--- src/rtl/fence_t_sequencer_if.sv ---
// Handshake bundle between commit/CSR logic and the fence.t sequencer.
// Signal names keep the core's _i/_o suffixes as seen from the sequencer.
interface fence_t_sequencer_if #(
    parameter int PadWidth = 32
);
    logic                fence_t_i;
    logic [PadWidth-1:0] fence_t_pad_i;
    logic                fence_t_src_sel_i;
    logic                flush_dcache_ack_i;
    logic                flush_dcache_o;
    logic                rst_uarch_o;
    logic                halt_o;
    logic                fence_active_o;
    logic                done_o;
    logic                dropped_o;
    logic [1:0]          state_o;
    logic [PadWidth-1:0] elapsed_o;

    modport master (
        output fence_t_i, fence_t_pad_i, fence_t_src_sel_i, flush_dcache_ack_i,
        input  flush_dcache_o, rst_uarch_o, halt_o, fence_active_o, done_o,
               dropped_o, state_o, elapsed_o
    );

    modport slave (
        input  fence_t_i, fence_t_pad_i, fence_t_src_sel_i, flush_dcache_ack_i,
        output flush_dcache_o, rst_uarch_o, halt_o, fence_active_o, done_o,
               dropped_o, state_o, elapsed_o
    );
endinterface

--- src/rtl/fence_t_sequencer.sv ---
// Temporal-fence flush sequencer: D-cache flush, uarch reset hold, then pad
// so the whole fence takes a constant, CSR-programmed number of cycles.
module fence_t_sequencer #(
    parameter int PadWidth  = 32,
    parameter int RstCycles = 4
) (
    input  logic                clk_i,
    input  logic                rst_i,
    fence_t_sequencer_if.slave  bus
);
    localparam int RcW = (RstCycles > 1) ? $clog2(RstCycles) : 1;
    localparam logic [RcW-1:0] RstLast = RcW'(RstCycles - 1);

    typedef enum logic [1:0] {
        IDLE         = 2'd0,
        FLUSH_DCACHE = 2'd1,
        RST_UARCH    = 2'd2,
        PAD          = 2'd3
    } state_e;

    state_e              r_state, w_state_d;
    logic [PadWidth-1:0] r_cnt, r_pad, w_cnt_inc;
    logic [RcW-1:0]      r_rst_cnt;
    logic                r_src;
    logic                w_start, w_rst_entry, w_pad_met;
    logic [PadWidth:0]   w_cnt_p1;

    // One extra bit keeps cnt+1 >= pad correct when pad is all ones.
    assign w_cnt_p1  = {1'b0, r_cnt} + (PadWidth+1)'(1);
    assign w_pad_met = w_cnt_p1 >= {1'b0, r_pad};
    assign w_cnt_inc = w_cnt_p1[PadWidth] ? r_cnt : w_cnt_p1[PadWidth-1:0];

    always_comb begin
        w_state_d   = r_state;
        w_start     = 1'b0;
        w_rst_entry = 1'b0;
        case (r_state)
            IDLE: begin
                if (bus.fence_t_i) begin
                    w_state_d = FLUSH_DCACHE;
                    w_start   = 1'b1;
                end
            end
            FLUSH_DCACHE: begin
                if (bus.flush_dcache_ack_i) begin
                    w_state_d   = RST_UARCH;
                    w_rst_entry = 1'b1;
                end
            end
            RST_UARCH: begin
                if (r_rst_cnt == RstLast) w_state_d = w_pad_met ? IDLE : PAD;
            end
            PAD: begin
                if (w_pad_met) w_state_d = IDLE;
            end
            default: w_state_d = IDLE;
        endcase
    end

    always_ff @(posedge clk_i) begin
        if (rst_i) begin
            r_state   <= IDLE;
            r_cnt     <= '0;
            r_rst_cnt <= '0;
            r_pad     <= '0;
            r_src     <= 1'b0;
        end else begin
            r_state <= w_state_d;
            // CSR values are snapshotted so mid-fence writes cannot move the target.
            if (w_start) begin
                r_pad <= bus.fence_t_pad_i;
                r_src <= bus.fence_t_src_sel_i;
                r_cnt <= '0;
            end else if (w_rst_entry && r_src) begin
                r_cnt <= '0;
            end else if (r_state != IDLE) begin
                r_cnt <= w_cnt_inc;
            end
            if (w_rst_entry)                r_rst_cnt <= '0;
            else if (r_state == RST_UARCH)  r_rst_cnt <= r_rst_cnt + RcW'(1);
        end
    end

    assign bus.flush_dcache_o = (r_state == FLUSH_DCACHE);
    assign bus.rst_uarch_o    = (r_state == RST_UARCH);
    assign bus.fence_active_o = (r_state != IDLE);
    assign bus.halt_o         = (r_state != IDLE);
    assign bus.done_o         = (r_state != IDLE) && (w_state_d == IDLE);
    assign bus.dropped_o      = bus.fence_t_i && (r_state != IDLE);
    assign bus.state_o        = r_state;
    assign bus.elapsed_o      = r_cnt;
endmodule

--- src/flat_wrapper.sv ---
// flat-port wrapper written by rule: the top's interface ports become plain ports
module fence_t_sequencer_flat 
#(
    parameter int PadWidth  = 32,
    parameter int RstCycles = 4
)
  (clk_i, rst_i, bus_fence_t_i, bus_fence_t_pad_i, bus_fence_t_src_sel_i, bus_flush_dcache_ack_i, bus_flush_dcache_o, bus_rst_uarch_o, bus_halt_o, bus_fence_active_o, bus_done_o, bus_dropped_o, bus_state_o, bus_elapsed_o);
  fence_t_sequencer_if #(.PadWidth(PadWidth)) bus_i ();
  input  logic clk_i;
  input  logic rst_i;
  input wire logic [$bits(bus_i.fence_t_i)-1:0] bus_fence_t_i;
  input wire logic [$bits(bus_i.fence_t_pad_i)-1:0] bus_fence_t_pad_i;
  input wire logic [$bits(bus_i.fence_t_src_sel_i)-1:0] bus_fence_t_src_sel_i;
  input wire logic [$bits(bus_i.flush_dcache_ack_i)-1:0] bus_flush_dcache_ack_i;
  output wire logic [$bits(bus_i.flush_dcache_o)-1:0] bus_flush_dcache_o;
  output wire logic [$bits(bus_i.rst_uarch_o)-1:0] bus_rst_uarch_o;
  output wire logic [$bits(bus_i.halt_o)-1:0] bus_halt_o;
  output wire logic [$bits(bus_i.fence_active_o)-1:0] bus_fence_active_o;
  output wire logic [$bits(bus_i.done_o)-1:0] bus_done_o;
  output wire logic [$bits(bus_i.dropped_o)-1:0] bus_dropped_o;
  output wire logic [$bits(bus_i.state_o)-1:0] bus_state_o;
  output wire logic [$bits(bus_i.elapsed_o)-1:0] bus_elapsed_o;
  assign bus_i.fence_t_i = bus_fence_t_i;
  assign bus_i.fence_t_pad_i = bus_fence_t_pad_i;
  assign bus_i.fence_t_src_sel_i = bus_fence_t_src_sel_i;
  assign bus_i.flush_dcache_ack_i = bus_flush_dcache_ack_i;
  assign bus_flush_dcache_o = bus_i.flush_dcache_o;
  assign bus_rst_uarch_o = bus_i.rst_uarch_o;
  assign bus_halt_o = bus_i.halt_o;
  assign bus_fence_active_o = bus_i.fence_active_o;
  assign bus_done_o = bus_i.done_o;
  assign bus_dropped_o = bus_i.dropped_o;
  assign bus_state_o = bus_i.state_o;
  assign bus_elapsed_o = bus_i.elapsed_o;
  fence_t_sequencer #(.PadWidth(PadWidth), .RstCycles(RstCycles)) u_core (.clk_i(clk_i), .rst_i(rst_i), .bus(bus_i));
endmodule
--- config.mk ---
export PLATFORM = sky130hd
export DESIGN_NAME = fence_t_sequencer_flat
export DESIGN_NICKNAME = d
export VERILOG_FILES = /design/src/rtl/fence_t_sequencer_if.sv /design/src/rtl/fence_t_sequencer.sv /design/src/flat_wrapper.sv
export SDC_FILE = /design/constraint.sdc
export NUM_CORES = 1
export LEC_CHECK = 0
export BUFFER_PORTS_ARGS = -buffer_cell sky130_fd_sc_hd__buf_2
export CAP_MARGIN = 20
export CORE_MARGIN = 2
export CORE_UTILIZATION = 58
export CTS_BUF_LIST = sky130_fd_sc_hd__clkbuf_8
export CTS_CLUSTER_DIAMETER = 120
export CTS_CLUSTER_SIZE = 24
export DETAILED_ROUTE_END_ITERATION = 6
export PLACE_DENSITY = 0.93
export SLEW_MARGIN = 20
export SYNTH_ARGS = -nofsm -noshare
export SYNTH_HDL_FRONTEND = slang
export SYNTH_SLANG_ARGS = --single-unit
--- constraint.sdc ---
create_clock -name clk_i -period 4 [get_ports clk_i]
set_clock_uncertainty 0.2 [all_clocks]
set_input_delay 0.4 -clock clk_i [delete_from_list [all_inputs] [get_ports clk_i]]
set_output_delay 0.4 -clock clk_i [all_outputs]
set_load 0.02 [all_outputs]
* Word-level counts from Yosys, hierarchy flattened
Index checks and enable logic that the tools add are counted.
Word-level totals: bits in registers 69, bits of input ports 37, output and inout port bits 40, logic and storage cells 32
Cells by class: $add $sub $neg 2, order comparisons 1, equality and inequality tests 4, multiplexer cells 10, bitwise gates (word level) 1, reductions and logical operators 9
Operator list (count):
- 32-bit by 1-bit adder with 33-bit output, second input constant | 1
- 33-bit by 32-bit greater-or-equal comparator with 1-bit output | 1
- 2-bit two-way mux | 5
- 2-bit one-hot mux with 4 select lines | 1
- 2-bit equality test, second input constant | 3
- 2-bit zero test | 2
- 1-bit two-way mux | 4
- 1-bit logical AND | 3
- 3-bit OR reduction | 1
- 2-bit by 1-bit adder with 2-bit output, second input constant | 1
- 2-bit by 1-bit equality test with 1-bit output, second input constant | 1
- 2-bit AND reduction | 1
- 2-bit nonzero test | 1
- 2-bit OR reduction | 1
- 1-bit inverter | 1

* Depth between registers and ports, before layout
depth after elaboration 7, gate-level depth with buffers 14, gate-level depth less buffers 13

* Worst setup path after synthesis
No wires, ideal clock.
kind register to output, start point register u_core.r_cnt[2] (netlist: u_core.bus.elapsed_o[2]), end point output bus_done_o, arrival 3.160 ns, data required time 3.400 ns, path slack 0.240 ns, cell stages (with the launch flop) 13, buffers on the path 1, path through dfxtp_1 > clkbuf_2 > nand4_4 > nor4_4 > nand2_1 > xnor2_1 > ha_1 > nand4_1 > nor4_1 > nand2b_1 > and3_1 > or3_1 > nand2_1
On the way: longest elaborated chain between the ends 7, elaborated cells on any way between the ends 8, classes of those cells 1 x add/sub; 1 x order compare; 4 x mux; 2 x reduce/logical
RTL lines:
- start: declaration | line fence_t_sequencer.sv:22 | logic [PadWidth-1:0] r_cnt, r_pad, w_cnt_inc;
- start signal: assignment | line fence_t_sequencer.sv:77 | r_cnt <= w_cnt_inc;
- 32-bit by 1-bit adder with 33-bit output * | line fence_t_sequencer.sv:29 | assign w_cnt_p1 = {1'b0, r_cnt} + (PadWidth+1)'(1);
- via u_core.w_cnt_p1[15] | line fence_t_sequencer.sv:26 | logic [PadWidth:0] w_cnt_p1;
- 33-bit by 32-bit greater-or-equal comparator with 1-bit output * | line fence_t_sequencer.sv:30 | assign w_pad_met = w_cnt_p1 >= {1'b0, r_pad};
- 2-bit two-way mux (2 in series) | line fence_t_sequencer.sv:51 | if (r_rst_cnt == RstLast) w_state_d = w_pad_met ? IDLE : PAD;
- 2-bit one-hot mux with 4 select lines * | line fence_t_sequencer.sv:37 | case (r_state)
- 2-bit zero test * | line fence_t_sequencer.sv:88 | assign bus.done_o = (r_state != IDLE) && (w_state_d == IDLE);
- 1-bit logical AND * | line fence_t_sequencer.sv:88
- end: declaration | line flat_wrapper.sv:19 | output wire logic [$bits(bus_i.done_o)-1:0] bus_done_o;
The timed path passes the listed nets; every way through them passes the cells marked *.

* Worst setup path after layout
start point register u_core.r_cnt[3] (netlist: u_core.bus.elapsed_o[3]), end point output bus_done_o
The elaborated chain is that of the path after synthesis.

==> flow_summary.yaml <==
drt:
  top_layer_used: "met4"
  vias_per_cell: 5.84
  met2WireLength_um: 5980
  first_pass_iters: 5
  ant_nets: 0
  wl_per_cell_um: 16.5
  drc: 0
  num_vias: 4204
  dr.first_iter.drc_count: 273
  m1WireLength_um: 4530
  wl_um: 11800
  wl_met3_um: 710
clocking:
  cts_buffer_depth: 2
  cts-root-buf: "clkbuf_8"
  cts-htree-levels: 3
  cts_tree: "built"
  cts_inserted_buffers: 9
  ctsHoldBuffers: 0
  clk_latency_ns: 0.37
  cts.clk_slew.worst_paths_ns: 0.08
  cts.sinks: 69
timing:
  setup_viol: 1
  slew_headroom_pct: 39.8
  layout_min_cycle_time_ns: 4.05
  slew_viol_final: 0
  timing.fmax_ghz: 0.247
  tightestPinTransition_ns: 0.903
  finalWorstSetupSlack_ns: -0.0464
  fin_crit_sh_pct: 101
  rsz0062_at_grt: "yes"
  hold_violations: 0
die:
  start_util_pct: 60.1
  core-area_mm2: 0.00679
  pin_count: 77
  fp.dieW_um: 87.9
  num_rows: 30
  dieArea_mm2: 0.00773
  dieHeight_um: 87.9
final_layout:
  layout_commonest_cell: "nand2_1"
  nets: 690
  drive_above_1_share_pct: 29.0
  area_delta_synth_final_pct: 27.3
  final_util_pct: 76.5
  final_cell_mix: "nand2_1 (96), buf_2 (75), dfxtp_1 (56)"
  antennaDiodeCount: 0
critical_path:
  start_kind: "flip-flop"
  cp-end-kind: "output port"
  path_class: "flip-flop to output port"
  ff2ff_setup_slack_ns: 0.51
  reg2reg_from: "u_core.bus.elapsed_o[3]$_SDFFE_PP0P_"
  crit_arrival_ns: 3.45
  rr_endpoint: "u_core.bus.state_o[0]$_SDFF_PP0_"
  crit_start: "u_core.bus.elapsed_o[3]$_SDFFE_PP0P_"
  worst-path-max-fanout: 5
  r2r_cells: 13
  required_ns: 3.40
place:
  place_congestion: 0.935
  dp_hpwl_um: 7570
  preCtsSetupSlack_ns: 0.0404
  portBuffers: 76
global_routing:
  grt_max_degree: 39
  gr-total-overflow: 0
  antenna_found_initial: 0
  grt_pass1_wl_um: 17700
  grt_usage_pct: 29.6
  grt_pass1_vias: 4053
status:
  status: "complete, but fails checks"
  violations: "setup timing"
synthesis:
  syn_nets: 591
  netlist_area_mm2: 0.00409
  synth_edf_count: 0
  ys_seq_area_share_pct: 33.8
  syn_avg_cell_area_um2: 7.86
  ys_async_sr_fraction_pct: 0
  ys_warn_count: 0
  ys.flop_type: "dfxtp_1"
  ys_ff_latch: 69
  yosys.cell_types.count: 45
  syn_inst: 520
hold_path:
  hp-start: "bus_fence_t_pad_i[14]"
  min_to: "u_core.r_pad[14]$_SDFFE_PP0P_"
  hold_path_depth: 3
  hold_class: "input port to flip-flop"
power:
  p_total_mw: 1.66
  irDropWorstVdd_mv: 0.224
  leakagePower_nw: 2.30
  p_per_area_mw_per_mm2: 318
run:
  maxCapViolCount: 0
## metrics by stage
| stage | TNS [ns] | hold WS (ns) | instances | instance area, um2 |
|---|---|---|---|---|
| finish | -0.0464 | 0.0656 | 720 | 5200 |
| CTS | 0 | 0.0611 | 705 | 4950 |
| detailed placement | 0 | 0.249 | 681 | 4580 |
| global placement | 0 | 0.244 | 681 | 4580 |
| global route | -0.137 | 0.0793 | 720 | 5200 |
| floorplan | 0 | 0.236 | 520 | 4090 |
## synthesized netlist by cell type (5+ instances only)
library cell	number	share of area, %
and3_1	6	0.92
dfxtp_1	69	34
nor2_1	44	4.0
nand4_1	14	2.1
nor3_1	7	0.86
ha_1	34	10
nand2_1	98	9.0
and2_1	5	0.77
nand3_1	16	2.0
or3_1	9	1.4
o21ai_0	14	1.7
clkbuf_1	16	1.5
xnor2_1	24	5.1
a21oi_1	55	6.7
xor2_1	28	6.0
inv_1	34	3.1
## flip-flops by register name (all words and copies together) (netlist names)
| signal | flops |
|---|---|
| u_core.r_pad | 32 |
| u_core.r_src | 1 |
| u_core.r_rst_cnt | 2 |
| u_core.bus.elapsed_o | 32 |
| u_core.bus.state_o | 2 |
## how the worst max path moves through the flow
stage	cells after the start	end	slack, ns
floorplan	12	bus_done_o	0.24
global placement	13	bus_done_o	0.19
detailed placement	12	bus_done_o	0.04
CTS	15	bus_done_o	0.001
global route	15	bus_done_o	-0.14
finish	13	bus_done_o	-0.05
## power breakdown
group,switching (mW),leakage (nW),internal [mW]
Clock,0.290,0.105,0.347
Sequential,0.0217,0.570,0.712
Combinational,0.176,1.62,0.109
## area by class of cell
| cell class | count | area (um2) |
|---|---|---|
| inverter | 34 | 133 |
| tap | 96 | 120 |
| multi-input combinational | 395 | 2660 |
| timing repair buffer | 110 | 658 |
| fill | 465 | 1600 |
| sequential | 69 | 1420 |
| clock inverter | 7 | 90.1 |
| clock buffer | 9 | 124 |
## timing repair
item,in CTS,in global routing
buffers inserted,8,14
pin swaps,5,19
hold endpoints to repair,0,0
gates resized for setup,33,29
endpoints found under the setup margin,1,1
## critical path, cell delays in order (launching register included)
cell and delay, ns:
dfxtp_4 0.38, nand4_4 0.13, buf_12 0.15, or3_4 0.39
nor2_2 0.17, xor2_1 0.13, ha_1 0.35, nand4_1 0.19
nor4_2 0.28, nand2b_1 0.15, and3_4 0.20, or3_4 0.35
nand2_4 0.09, buf_6 0.11
## cells by family (layout without fill, tap and decap cells)
family | Yosys count | count (layout) | synth area share, %
and+or+nand+nor | 221 | 221 | 26.7
AOI/OAI and AO/OA | 87 | 87 | 12.3
DFF | 69 | 69 | 33.8
buffers and inverters | 56 | 160 | 5.39
xor gates and xnor gates | 52 | 52 | 11.1
adders and majority gates | 34 | 34 | 10.4
muxes | 1 | 1 | 0.245
## metal layers
metal	global-route usage (%)	vias to the layer above
met5	0	-
met4	19.0	0
met3	5.28	60
met2	53.1	201
met1	31.9	1981
li1	-	1962
Note: power is estimated with default switching activity, not from simulation.
